<file path="src/rtl/pc_fetch_if.sv">
// Bundle of the next-PC, instruction-memory and decode handshake signals
// around the PC register / fetch-control stage.
interface pc_fetch_if;
  logic [31:0] npc4;
  logic [31:0] npcb;
  logic [31:0] npcj;
  logic [31:0] npcjr;
  logic [1:0]  pcsel;
  logic        stall;
  logic        imem_req;
  logic [31:0] imem_addr;
  logic        imem_ack;
  logic [31:0] imem_rdata;
  logic [31:0] pc;
  logic [31:0] pc4;
  logic [31:0] instr;
  logic        instr_valid;
  logic        fetch_err;
  logic        adel;

  modport master (
    input  npc4, npcb, npcj, npcjr, pcsel, stall, imem_ack, imem_rdata,
    output imem_req, imem_addr, pc, pc4, instr, instr_valid, fetch_err, adel
  );

  modport slave (
    output npc4, npcb, npcj, npcjr, pcsel, stall, imem_ack, imem_rdata,
    input  imem_req, imem_addr, pc, pc4, instr, instr_valid, fetch_err, adel
  );
endinterface

</file>
<file path="src/rtl/pc_fetch.sv">
// PC register and fetch control: fetches over req/ack, hands the word to decode,
// picks the next PC on consume. Optional misaligned-target trap: PC_ALIGN_CHECK_EN.
module pc_fetch #(
  parameter logic [31:0] RESET_PC = 32'h0000_3000,
  parameter int unsigned TIMEOUT  = 16
`ifdef PC_ALIGN_CHECK_EN
  , parameter logic [31:0] EXC_VECTOR = 32'h0000_4180
`endif
) (
  input logic        clk,
  input logic        reset,
  pc_fetch_if.master bus
);

  localparam int unsigned CW = (TIMEOUT > 2) ? $clog2(TIMEOUT) : 1;

  typedef enum logic [1:0] {IDLE, REQ, VALID, ERR} state_t;

  state_t        state;
  logic [31:0]   pc_q;
  logic [31:0]   instr_q;
  logic          err_q;
  logic [CW-1:0] cnt;
  logic [31:0]   target_c;
`ifdef PC_ALIGN_CHECK_EN
  logic          adel_q;
`endif

  // Next-PC candidate selection; only consulted in the consume cycle
  always_comb begin
    target_c = bus.npc4;
    case (bus.pcsel)
      2'b00:   target_c = bus.npc4;
      2'b01:   target_c = bus.npcb;
      2'b10:   target_c = bus.npcj;
      default: target_c = bus.npcjr;
    endcase
  end

  always_ff @(posedge clk or posedge reset) begin
    if (reset) begin
      state   <= IDLE;
      pc_q    <= RESET_PC;
      instr_q <= '0;
      err_q   <= 1'b0;
      cnt     <= '0;
`ifdef PC_ALIGN_CHECK_EN
      adel_q  <= 1'b0;
`endif
    end else begin
`ifdef PC_ALIGN_CHECK_EN
      adel_q <= 1'b0;
`endif
      case (state)
        IDLE: state <= REQ;
        REQ: begin
          // An ack in the timeout cycle still wins
          if (bus.imem_ack) begin
            instr_q <= bus.imem_rdata;
            cnt     <= '0;
            state   <= VALID;
          end else if (cnt == CW'(TIMEOUT - 1)) begin
            err_q <= 1'b1;
            state <= ERR;
          end else begin
            cnt <= cnt + CW'(1);
          end
        end
        VALID: begin
          if (!bus.stall) begin
`ifdef PC_ALIGN_CHECK_EN
            if (target_c[1:0] != 2'b00) begin
              pc_q   <= EXC_VECTOR;
              adel_q <= 1'b1;
            end else begin
              pc_q <= target_c;
            end
`else
            pc_q <= target_c;
`endif
            state <= REQ;
          end
        end
        default: state <= ERR;
      endcase
    end
  end

  // Handshake outputs decode directly from the state register
  assign bus.imem_req    = (state == REQ);
  assign bus.instr_valid = (state == VALID);
  assign bus.imem_addr   = pc_q;
  assign bus.pc          = pc_q;
  assign bus.pc4         = pc_q + 32'd4;
  assign bus.instr       = instr_q;
  assign bus.fetch_err   = err_q;
`ifdef PC_ALIGN_CHECK_EN
  assign bus.adel        = adel_q;
`else
  assign bus.adel        = 1'b0;
`endif

endmodule
</file>
<file path="src/flat_wrapper.sv">
// flat-port wrapper written by rule: the top's interface ports become plain ports
module pc_fetch_flat 
#(
  parameter logic [31:0] RESET_PC = 32'h0000_3000,
  parameter int unsigned TIMEOUT  = 16

)
  (clk, reset, bus_npc4, bus_npcb, bus_npcj, bus_npcjr, bus_pcsel, bus_stall, bus_imem_ack, bus_imem_rdata, bus_imem_req, bus_imem_addr, bus_pc, bus_pc4, bus_instr, bus_instr_valid, bus_fetch_err, bus_adel);
  pc_fetch_if bus_i ();
  input logic clk;
  input logic reset;
  input wire logic [$bits(bus_i.npc4)-1:0] bus_npc4;
  input wire logic [$bits(bus_i.npcb)-1:0] bus_npcb;
  input wire logic [$bits(bus_i.npcj)-1:0] bus_npcj;
  input wire logic [$bits(bus_i.npcjr)-1:0] bus_npcjr;
  input wire logic [$bits(bus_i.pcsel)-1:0] bus_pcsel;
  input wire logic [$bits(bus_i.stall)-1:0] bus_stall;
  input wire logic [$bits(bus_i.imem_ack)-1:0] bus_imem_ack;
  input wire logic [$bits(bus_i.imem_rdata)-1:0] bus_imem_rdata;
  output wire logic [$bits(bus_i.imem_req)-1:0] bus_imem_req;
  output wire logic [$bits(bus_i.imem_addr)-1:0] bus_imem_addr;
  output wire logic [$bits(bus_i.pc)-1:0] bus_pc;
  output wire logic [$bits(bus_i.pc4)-1:0] bus_pc4;
  output wire logic [$bits(bus_i.instr)-1:0] bus_instr;
  output wire logic [$bits(bus_i.instr_valid)-1:0] bus_instr_valid;
  output wire logic [$bits(bus_i.fetch_err)-1:0] bus_fetch_err;
  output wire logic [$bits(bus_i.adel)-1:0] bus_adel;
  assign bus_i.npc4 = bus_npc4;
  assign bus_i.npcb = bus_npcb;
  assign bus_i.npcj = bus_npcj;
  assign bus_i.npcjr = bus_npcjr;
  assign bus_i.pcsel = bus_pcsel;
  assign bus_i.stall = bus_stall;
  assign bus_i.imem_ack = bus_imem_ack;
  assign bus_i.imem_rdata = bus_imem_rdata;
  assign bus_imem_req = bus_i.imem_req;
  assign bus_imem_addr = bus_i.imem_addr;
  assign bus_pc = bus_i.pc;
  assign bus_pc4 = bus_i.pc4;
  assign bus_instr = bus_i.instr;
  assign bus_instr_valid = bus_i.instr_valid;
  assign bus_fetch_err = bus_i.fetch_err;
  assign bus_adel = bus_i.adel;
  pc_fetch #(.RESET_PC(RESET_PC), .TIMEOUT(TIMEOUT)) u_core (.clk(clk), .reset(reset), .bus(bus_i));
endmodule
</file>
<file path="config.mk">
export PLATFORM = sky130hd
export DESIGN_NAME = pc_fetch_flat
export DESIGN_NICKNAME = d
export VERILOG_FILES = /design/src/rtl/pc_fetch_if.sv /design/src/rtl/pc_fetch.sv /design/src/flat_wrapper.sv
export SDC_FILE = /design/constraint.sdc
export NUM_CORES = 1
export LEC_CHECK = 0
export BUFFER_PORTS_ARGS = -buffer_cell sky130_fd_sc_hd__buf_2
export CAP_MARGIN = 0
export CORE_AREA = 2 2 117 119
export CTS_CLUSTER_DIAMETER = 60
export DETAILED_ROUTE_END_ITERATION = 8
export DIE_AREA = 0 0 119 121
export PLACE_DENSITY = 0.66
export SYNTH_ARGS = -nofsm -noshare
export SYNTH_HDL_FRONTEND = slang
export SYNTH_SLANG_ARGS = --single-unit
</file>
<file path="constraint.sdc">
create_clock -name clk -period 6.7 [get_ports clk]
set_input_delay 1.675 -clock clk [delete_from_list [all_inputs] [get_ports clk]]
set_output_delay 1.675 -clock clk [all_outputs]
set_load 0.05 [all_outputs]
</file>
==> summary.md, run 1 <==
| Metric | Value |
|---|---|
| Global-route wire length before repair | about 19 mm |
| Cells on Worst Hold Path | 1 |
| Vias in the first global route | roughly 3.9k |
| Top cell by count, worst path | nand4_1 |
| RSZ-0062 raised after global routing | false |
| Arr. time, crit path | around 2.8 ns |
| Worst R2R Start | u_core.state[1]$_DFFE_PP0P_ |
| Placed inst area | 5695 µm² |
| Worst hold start | u_core.bus.fetch_err$_DFFE_PP0P_ |
| Io pins | around 300 |
| Crit Path Max Fanout | 8 |
| Worst r2r path cells | 4 |
| Post-route ant nets | 0 |
| Period minus WS final | around 4.5 ns |
| Core area | 13090 µm² |
| HP Class | reg -> reg |
| Initial Util | between 30% and 40% |
| Fmax | roughly 220 MHz |
| Ys Warns | 0 |
| DRT Wirelength | ~13 mm |
| WP data required | between 5 and 6 ns |
| Initial antenna violation count | 0 |
| Largest net degree at the start of global routing | 72 |
| Mapped Cells | roughly 340 |
| Hold Violations, Final | 0 |
| Startpoint Class | flip-flop |
| WP buf/inv | 1 |
| IO Port Bufs | between 200 and 300 |
| Latest clock arrival within the worst-skew pair | 0.34 ns |
| Clock sinks | just over 70 |
| Setup-failing EPs final | 0 |
| Status | complete, no violations |
| Total number of vias | ~3.7k |
| Fraction of layout cells with a size suffix above 1 | slightly below 70% |
| Post-CTS Setup Bufs | 0 |
| Vias per inst | about 4.8 |
| Hold worst-path end | u_core.bus.fetch_err$_DFFE_PP0P_ |
| Htree depth | 3 |
| Pins Over Slew Limit | 0 |
| Relative slew slack | between 10% and 20% |
| Final Net Count | approximately 760 |
| Site row count | 42 |
| CP Cell Sequence | ha_1 > nand4_1 > nor4_1 > nand4_1 > xnor2_1 > buf_2 |
| Antenna Cells | 0 |
| Gate family responsible for the most delay along the worst path | simple AND/OR/NAND/NOR gates |
| DR pass1 iterations | 4 |
| Die area | roughly 14000 µm² |
| Reg clk slew, reported paths | about 0.060 ns |
| Hpwl dp | 9.783 mm |
| Residual DRC | 0 |
| Syn Nets | 506 |
| Crit-path max cell delay | 0.60 ns |
| Overall Global Routing Usage | between 15 and 20% |
| Post-route setup TNS | 0 ns |
| Hold-fix buffers, CTS | 0 |
| First DRT Iteration DRCs | 126 |
| Final worst-path cycle share | 66.78% |
| Area Growth Syn to Fin | 38.71% |
| Yosys reg bits | 71 |
| GP Congestion | roughly 0.75 |
| Slew @ Worst Pin | 1.257 ns |
| Max_cap viols | 0 |
| Syn Std Cell Area | approximately 4300 µm² |
| Final instance area | between 5000 and 6000 µm² |
| GR Overflow Total | 0 |
| Register area share after synthesis | around two fifths |
| Post-synthesis cell type count | 36 |
| Root buf cell | clkbuf_16 |
| RR Endpoint | u_core.bus.instr[25]$_DFFE_PP0P_ |
| R2R setup slack | approximately 4.5 ns |
| Setup Skew | roughly 0.0065 ns |
| Worst path slowest cell | nor4_1 |
| CTS tree | built |
| Total CTS buffers | 9 |
| Gates resized, CTS repair | 0 |
| Die Span Y | 121 µm |
| Routed len/inst | about 16 µm |
| Clock tree buffer depth | 2 |
| Die width | 119 µm |
| Critical path type | reg -> out |
| Synth Area per Inst | between 10 and 15 µm² |
| Worst setup EP type | primary output |
-- metrics by stage --
step	util (%)	setup WS [ns]	hold WS (ns)	instances
finish	45.81	2.226	0.4648	775
global route	45.81	2.098	0.5002	775
CTS	45.81	2.148	0.4752	775
detailed placement	43.53	2.574	0.4623	759
global placement	43.53	2.677	0.4685	759
floorplan	-	2.279	0.4843	338
-- cell usage after synthesis --
cell type	instances	area (µm²)
clkbuf_1	5	18.77
a41o_1	1	10.01
ha_1	2	25.02
mux4_2	32	720.7
dfrtp_1	69	1727
nand2b_1	1	6.260
nor4b_1	1	8.760
inv_1	8	30.03
a32o_1	1	10.01
nor4_4	2	42.54
a21oi_1	4	20.02
nor3_1	6	30.03
mux2i_1	1	10.01
nor2_1	9	33.78
dfstp_2	2	52.55
and4_1	2	17.52
nand3_1	9	45.04
o21ai_0	9	45.04
buf_2	8	40.04
o21bai_1	1	7.510
and3_1	2	12.51
buf_1	3	11.26
buf_6	1	11.26
nor4_2	3	37.54
nor2b_1	2	12.51
buf_4	35	262.8
mux2_2	58	653.1
nand4_1	6	37.54
nand4_2	2	25.02
nand2_1	19	71.32
nor4_1	3	18.77
xnor2_1	13	113.9
xor2_1	15	131.4
conb_1	1	3.750
or4_4	1	11.26
a22oi_1	1	7.510
-- placed cells by master, fill, tap and decap left out, types with 3 or more instances in the layout --
cell / n
a21oi_1: 4
o21ai_0: 9
nor4_2: 3
nor2_1: 9
inv_1: 7
nor4_1: 3
nor3_1: 6
nand2_1: 19
buf_2: 296
mux4_2: 32
xnor2_1: 13
mux2_2: 58
dfrtp_1: 69
xor2_1: 15
nand3_1: 9
clkinvlp_4: 3
nand4_1: 6
clkbuf_16: 9
-- per-layer routing --
layer	vias to the layer above	part of all wire [%]	global-route usage, %	wire length [µm]
met1	1787	38	19.06	4793
met4	0	1.9	7.366	239
met5	-	0	0	0
met3	16	7.6	4.370	962
met2	195	52	31.21	6580
li1	1724	-	-	-
-- state kept, by name, summed over array words and instances (netlist names) --
name,flops
u_core.bus.instr,32
u_core.state,2
u_core.bus.imem_addr,32
u_core.bus.fetch_err,1
u_core.cnt,4
-- cell families (layout without fill, tap and decap cells) --
group,Yosys count,count (layout),share of synthesized area (%)
AO/OA/AOI/OAI,17,17,2.316
XOR/XNOR,28,28,5.675
flip-flops,71,71,41.17
buffers and inverters,60,321,8.657
adder cells (fa/ha/maj),2,2,0.5789
multiplexers,91,91,32.02
AND/OR/NAND/NOR,68,68,9.496
other,1,1,0.08677
-- final cells by class --
cell class,instances,area [µm²]
Inverter,8,31.28
Clock inverter,6,70.07
Sequential cell,71,1779
Fill cell,1234,7091
Clock buffer,10,229.0
Tap cell,176,220.2
Multi-Input combinational cell,207,2176
Timing Repair Buffer,297,1489
-- worst max-delay path by stage --
stage	from	to	slack [ns]	cells after the start
CTS	u_core.bus.imem_addr[3]$_DFFE_PP0P_	bus_pc4[20]	2.15	6
global route	u_core.bus.imem_addr[3]$_DFFE_PP0P_	bus_pc4[20]	2.10	6
global placement	u_core.bus.imem_addr[3]$_DFFE_PP0P_	bus_pc4[20]	2.68	6
floorplan	u_core.bus.imem_addr[3]$_DFFE_PP0P_	bus_pc4[20]	2.28	5
finish	u_core.bus.imem_addr[3]$_DFFE_PP0P_	bus_pc4[20]	2.23	6
detailed placement	u_core.bus.imem_addr[3]$_DFFE_PP0P_	bus_pc4[20]	2.57	6
Power of run 1 is left out: the tool's default activity adds up to more than one toggle a clock period on the data nets, which glitch-free logic cannot reach.
==> run 2: changes to the inputs <==
- PLACE_DENSITY: 0.66 -> 0.69
- clock period: 6.7 -> 3.6 ns (I/O delays scaled with it)
==> summary.md, run 2 (same netlist as run 1, synthesis figures left out) <==
| Metric | Value |
|---|---|
| Status | complete, no violations |
| Post-route ant nets | 0 (unchanged) |
| Clock tree buffer depth | 2 (unchanged) |
| DR pass1 iterations | 4 (unchanged) |
| RR Endpoint | u_core.bus.imem_addr[8]$_DFFE_PP0P_ |
| Pre-CTS worst setup slack | 0.3001 ns (-2.274 ns) |
| Relative slew slack | 41.56% (+26 points) |
| Routed len/inst | 16.80 µm (+3.5%) |
| DRT Wirelength | 13.17 mm (+4.7%) |
| Startpoint Class | flip-flop |
| Vias in the first global route | 3721 (-3.5%) |
| Antenna Cells | 0 (unchanged) |
| RSZ-0062 raised after global routing | false |
| Placed inst area | 5778 µm² (+1.4%) |
| Hold Violations, Final | 0 (unchanged) |
| Crit-path max cell delay | 0.65 ns (+0.05 ns) |
| Critical path type | reg -> out |
| Setup Skew | 0.005612 ns (-0.0008887 ns) |
| PD cells | ~1100 nW/µm² |
| GP Congestion | 0.7944 (+5.8%) |
| Global-route wire length before repair | 19.50 mm (+3.0%) |
| Final Net Count | 771 (+1.2%) |
| Clock sinks | 71 (unchanged) |
| Worst path slowest cell | or4_4 |
| Setup ws final | 0.1596 ns (-2.066 ns) |
| Slew @ Worst Pin | 0.8766 ns (-0.3805 ns) |
| Most frequent cells in the layout | 296 x buf_2, 69 x dfrtp_1, 58 x mux2_2, 32 x mux4_2, 19 x nand2_1 |
| Latest clock arrival within the worst-skew pair | 0.34 ns (about the same) |
| Final worst-path cycle share | between 90% and 100% |
| Fmax | between 200 and 300 MHz |
| Final instance area | 6098 µm² (+1.7%) |
| Overall Global Routing Usage | 17.96% (+0.76 points) |
| Initial Util | 33.03% (unchanged) |
| Io pins | 298 (unchanged) |
| Vias per inst | 4.832 (+0.60%) |
| IO Port Bufs | 296 (unchanged) |
| WP data required | 2.70 ns (-2.33 ns) |
| Worst setup EP type | primary output |
| Initial antenna violation count | 0 (unchanged) |
| Hpwl dp | 10.51 mm (+7.5%) |
| Post-route setup TNS | 0 ns (unchanged) |
| CP Cell Sequence | nand4_2 > or4_4 > nor4_4 > xor2_1 > buf_2 |
| R2R setup slack | 1.69 ns (-2.79 ns) |
| Site row count | 42 (unchanged) |
| Gate family responsible for the most delay along the worst path | simple AND/OR/NAND/NOR gates |
| Hold-fix buffers, CTS | 0 (unchanged) |
| CTS tree | built |
| Residual DRC | 0 (unchanged) |
| GR Overflow Total | 0 (unchanged) |
| Die Span Y | 121 µm (unchanged) |
| VDD IR-drop max | approximately 0.71 mV |
| Htree depth | 3 (unchanged) |
| Max_cap viols | 0 (unchanged) |
| Levels on crit path | 5 (-1) |
| Arr. time, crit path | 2.54 ns (-0.26 ns) |
| Fin util | 46.61% (+0.79 points) |
| Period minus WS final | roughly 3.4 ns |
| Die area | 14400 µm² (unchanged) |
| Area Growth Syn to Fin | 41.11% |
| HP Class | reg -> reg |
| Largest net degree at the start of global routing | 40 (-44%) |
| Pins Over Slew Limit | 0 (unchanged) |
| Die width | 119 µm (unchanged) |
| Worst r2r path cells | 4 (unchanged) |
| Worst hold start | u_core.bus.fetch_err$_DFFE_PP0P_ |
| Hold worst-path end | u_core.bus.fetch_err$_DFFE_PP0P_ |
| Crit Path Max Fanout | 12 (+4) |
| Setup-failing EPs final | 0 (unchanged) |
| First DRT Iteration DRCs | 217 (+72%) |
| Root buf cell | clkbuf_16 |
| Core area | 13090 µm² (unchanged) |
| Total CTS buffers | 9 (unchanged) |
| P_leak | between 3 and 4 nW |
| Cells on Worst Hold Path | 1 (unchanged) |
| Total number of vias | 3788 (+1.8%) |
| Fin Hold WS | 0.4746 ns (+0.009788 ns) |
| WP buf/inv | 1 (unchanged) |
| Reg clk slew, reported paths | 0.06 ns (about the same) |
| Fillers | 1212 (-1.8%) |
| Worst R2R Start | u_core.state[1]$_DFFE_PP0P_ |
| Fraction of layout cells with a size suffix above 1 | 70.23% (+1.1 points) |
| Most common cell after layout, fill and taps aside | buf_2 |
## run 2: final cells by class
class	instances	area, µm²	share of cell area [%]
Timing Repair Buffer	306	1556	25.52
Multi-Input combinational cell	207	2212	36.27
Tap cell	176	220.2	3.611
Clock buffer	10	229.0	3.755
Inverter	8	31.28	0.5129
Sequential cell	71	1779	29.18
Clock inverter	6	70.07	1.149
## run 2: worst reg2reg max path: cells and delay by family (launching register included)
kind                   cells  cell delay (ns)
buffers and inverters      1             0.42
DFF                        1             0.37
muxes                      1             0.41
and+or+nand+nor            2             0.60
## run 2: timing repair
| action | in CTS | in global routing |
|---|---|---|
| endpoints found under the setup margin | 1 | 2 |
| resized for setup | 1 | 2 |
| buffers inserted | 0 | 0 |
## run 2: metal layers
metal	track usage (%)	vias to the layer above	wire, µm
met4	4.018	0	94
met5	0	-	0
met1	19.98	1837	5008
met3	5.498	10	1108
li1	-	1743	-
met2	33.58	198	6961
## run 2: worst max path at each step
| stage | startpoint | slack (ns) | endpoint |
|---|---|---|---|
| after global routing | u_core.bus.imem_addr[12]$_DFFE_PP1P_ | 0.02 | bus_pc4[25] |
| after detailed placement | u_core.bus.imem_addr[12]$_DFFE_PP1P_ | 0.30 | bus_pc4[25] |
| after floorplan | u_core.bus.imem_addr[3]$_DFFE_PP0P_ | 0.01 | bus_pc4[18] |
| after CTS | u_core.bus.imem_addr[12]$_DFFE_PP1P_ | 0.07 | bus_pc4[25] |
| final | u_core.bus.imem_addr[12]$_DFFE_PP1P_ | 0.16 | bus_pc4[25] |
| after global placement | u_core.bus.imem_addr[12]$_DFFE_PP1P_ | 0.31 | bus_pc4[25] |
## run 2: per-stage QoR
stage	power, mW	cells
6_report	6.967	784
5_1_grt	7.275	784
4_1_cts	7.035	784
3_5_place_dp	6.116	768
3_3_place_gp	6.063	768
2_1_floorplan	5.244	338
## run 2: report_power, final
part	switching, mW	leakage [nW]	internal [mW]	total, mW
sequential	0.401	0.852	1.19	1.59
clock	0.358	0.135	0.540	0.898
combinational	3.38	2.07	1.10	4.48
total	4.14	3.06	2.83	6.97
No activity file was read; power rests on OpenSTA's default activity.
==> run 3: changes to the inputs <==
- CORE_AREA: 2 2 117 119 -> 2 2 115 117
- CTS_CLUSTER_DIAMETER: 60 -> default
- DIE_AREA: 0 0 119 121 -> 0 0 117 119
- PLACE_DENSITY: 0.69 -> 0.68
- clock period: 3.6 -> 3.52 ns (I/O delays scaled with it)
==> summary.md, run 3 (same netlist as run 1, synthesis figures left out) <==
| Metric | Value |
|---|---|
| Clock tree buffer depth | 2 (unchanged) |
| Post-route setup TNS | 0 ns (unchanged) |
| WP buf/inv | 1 (unchanged) |
| First DRT Iteration DRCs | 189 (-13%) |
| Core area | 12870 µm² (-1.6%) |
| WP data required | 2.64 ns (-0.06 ns) |
| Setup-failing EPs final | 0 (unchanged) |
| CP Cell Sequence | nand4_2 > or4_4 > nor4_1 > xor2_1 > buf_2 |
| VDD IR-drop max | 0.7595 mV (+7.6%) |
| Relative slew slack | 35.29% (-6.3 points) |
| Critical path type | reg -> out |
| Setup Skew | 0.007398 ns (+0.001786 ns) |
| Switch Pwr | 4.199 mW (+1.5%) |
| Largest net degree at the start of global routing | 57 (+43%) |
| Worst path slowest cell | or4_4 |
| Htree depth | 3 (unchanged) |
| Period minus WS final | 3.405 ns |
| Worst setup EP type | primary output |
| Initial Util | 33.57% (+0.54 points) |
| Die Span Y | 119 µm (-1.7%) |
| Reg clk slew, reported paths | 0.06 ns (about the same) |
| RSZ-0062 raised after global routing | false |
| Overall Global Routing Usage | 18.00% (+0.036 points) |
| Die width | 117 µm (-1.7%) |
| PD cells | 1164 nW/µm² (+1.9%) |
| IO Port Bufs | 296 (unchanged) |
| Latest clock arrival within the worst-skew pair | 0.32 ns (-0.02 ns) |
| Crit-path max cell delay | 0.65 ns (about the same) |
| Seq pwr share | 23.1% (+0.2 points) |
| Final worst-path cycle share | 96.72% |
| Fraction of layout cells with a size suffix above 1 | 70.18% (about the same) |
| Crit Path Max Fanout | 12 (unchanged) |
| Root buf cell | clkbuf_16 |
| GP Congestion | 0.7773 (-2.2%) |
| Total CTS buffers | 9 (unchanged) |
| Arr. time, crit path | 2.52 ns (-0.02 ns) |
| Die area | 13920 µm² (-3.3%) |
| Finished Layout Cells | 783 (-0.13%) |
| Hold-fix buffers, CTS | 0 (unchanged) |
| Gates resized, CTS repair | 0 (-1) |
| Area Growth Syn to Fin | 41.40% |
| Fmax | ~300 MHz |
| Fin Hold WS | 0.4659 ns (-0.008704 ns) |
| Pint | 2.914 mW (+2.9%) |
| HP Class | reg -> reg |
| GR Overflow Total | 0 (unchanged) |
| Power share of the combinational group | 64.3% (about the same) |
| Vias per inst | 4.808 (-0.48%) |
| Vias in the first global route | 3708 (-0.35%) |
| Site row count | 42 (unchanged) |
| Most frequent cells in the layout | 295 x buf_2, 69 x dfrtp_1, 58 x mux2_2, 32 x mux4_2, 19 x nand2_1 |
| CTS tree | built |
| Max_cap viols | 0 (unchanged) |
| Most common cell after layout, fill and taps aside | buf_2 |
| Hpwl dp | 10.61 mm (+0.90%) |
| Io pins | 298 (unchanged) |
| Slew @ Worst Pin | 0.9695 ns (+0.09289 ns) |
| DRT Wirelength | 13.05 mm (-0.95%) |
| Hold Violations, Final | 0 (unchanged) |
| Pins Over Slew Limit | 0 (unchanged) |
| Initial antenna violation count | 0 (unchanged) |
| Antenna Cells | 0 (unchanged) |
| Total number of vias | 3765 (-0.61%) |
| DR pass1 iterations | 4 (unchanged) |
| P_leak | 3.076 nW (+0.45%) |
| Clock sinks | 71 (unchanged) |
| Residual DRC | 0 (unchanged) |
| Status | complete, no violations |
| Gate family responsible for the most delay along the worst path | simple AND/OR/NAND/NOR gates |
| Global-route wire length before repair | 19.13 mm (-1.9%) |
| Startpoint Class | flip-flop |
| Placed insts | 767 (-0.13%) |
| Final Net Count | 770 (-0.13%) |
| Switching part of the total | 59.03% (-0.33 points) |
| Post-route ant nets | 0 (unchanged) |
| Routed len/inst | 16.66 µm (-0.82%) |
| Clock power frac | 12.7% (-0.2 points) |
| Post-CTS Setup Bufs | 0 (unchanged) |
## run 3: worst paths after layout
| kind | start | endpoint | slack [ns] | depth (start not counted) |
|---|---|---|---|---|
| worst min register to register | u_core.bus.fetch_err$_DFFE_PP0P_ | u_core.bus.fetch_err$_DFFE_PP0P_ | 0.47 | 1 |
| worst max-delay path | u_core.bus.imem_addr[12]$_DFFE_PP1P_ | bus_pc4[25] | 0.12 | 5 |
| worst min-delay path | u_core.bus.fetch_err$_DFFE_PP0P_ | u_core.bus.fetch_err$_DFFE_PP0P_ | 0.47 | 1 |
| min in group asynchronous | reset | u_core.bus.instr[20]$_DFFE_PP0P_ | 0.75 | 2 |
| max in group asynchronous | reset | u_core.cnt[1]$_DFFE_PP0P_ | 2.00 | 3 |
| worst max register to register | u_core.state[1]$_DFFE_PP0P_ | u_core.bus.imem_addr[11]$_DFFE_PP0P_ | 1.51 | 3 |
## run 3: stage by stage
step	cell area (µm²)	worst slack [ns]	utilization [%]	power [mW]
after global placement	5806	0.4570	45.09	6.192
final	6111	0.1154	47.46	7.113
after global routing	6111	0.006872	47.46	7.434
after detailed placement	5806	0.4584	45.09	6.254
after CTS	6105	0.08424	47.42	7.177
after floorplan	4344	0.03060	-	5.369
## run 3: power by group through the flow
stage	combinational, mW	clock, mW	sequential [mW]
2_1_floorplan	2.49	0	2.88
3_3_place_gp	4.58	0	1.61
3_5_place_dp	4.60	0	1.65
4_1_cts	4.61	0.926	1.64
5_1_grt	4.76	0.960	1.71
6_report	4.57	0.901	1.64
## run 3: area by class of cell
cell class                      count  area (µm²)
Clock buffer                       11       242.7
Fill cell                        1161        6764
Timing Repair Buffer              305        1577
Tap cell                          176       220.2
Multi-Input combinational cell    207        2205
Inverter                            8       31.28
Sequential cell                    71        1779
Clock inverter                      5       56.30
## run 3: routing by layer
metal | wire, µm | part of all wire, % | vias up | global-route usage [%]
li1 | - | - | 1735 | -
met1 | 4940 | 38 | 1822 | 20.77
met2 | 6863 | 53 | 197 | 32.73
met3 | 1076 | 8.2 | 11 | 4.580
met4 | 167 | 1.3 | 0 | 4.559
met5 | 0 | 0 | - | 0
## run 3: worst register-to-register path, cell delays in order, from the launching register on
cell	delay, ns
dfrtp_1	0.37
nor2b_1	0.27
nor2b_4	0.83
mux2_2	0.43
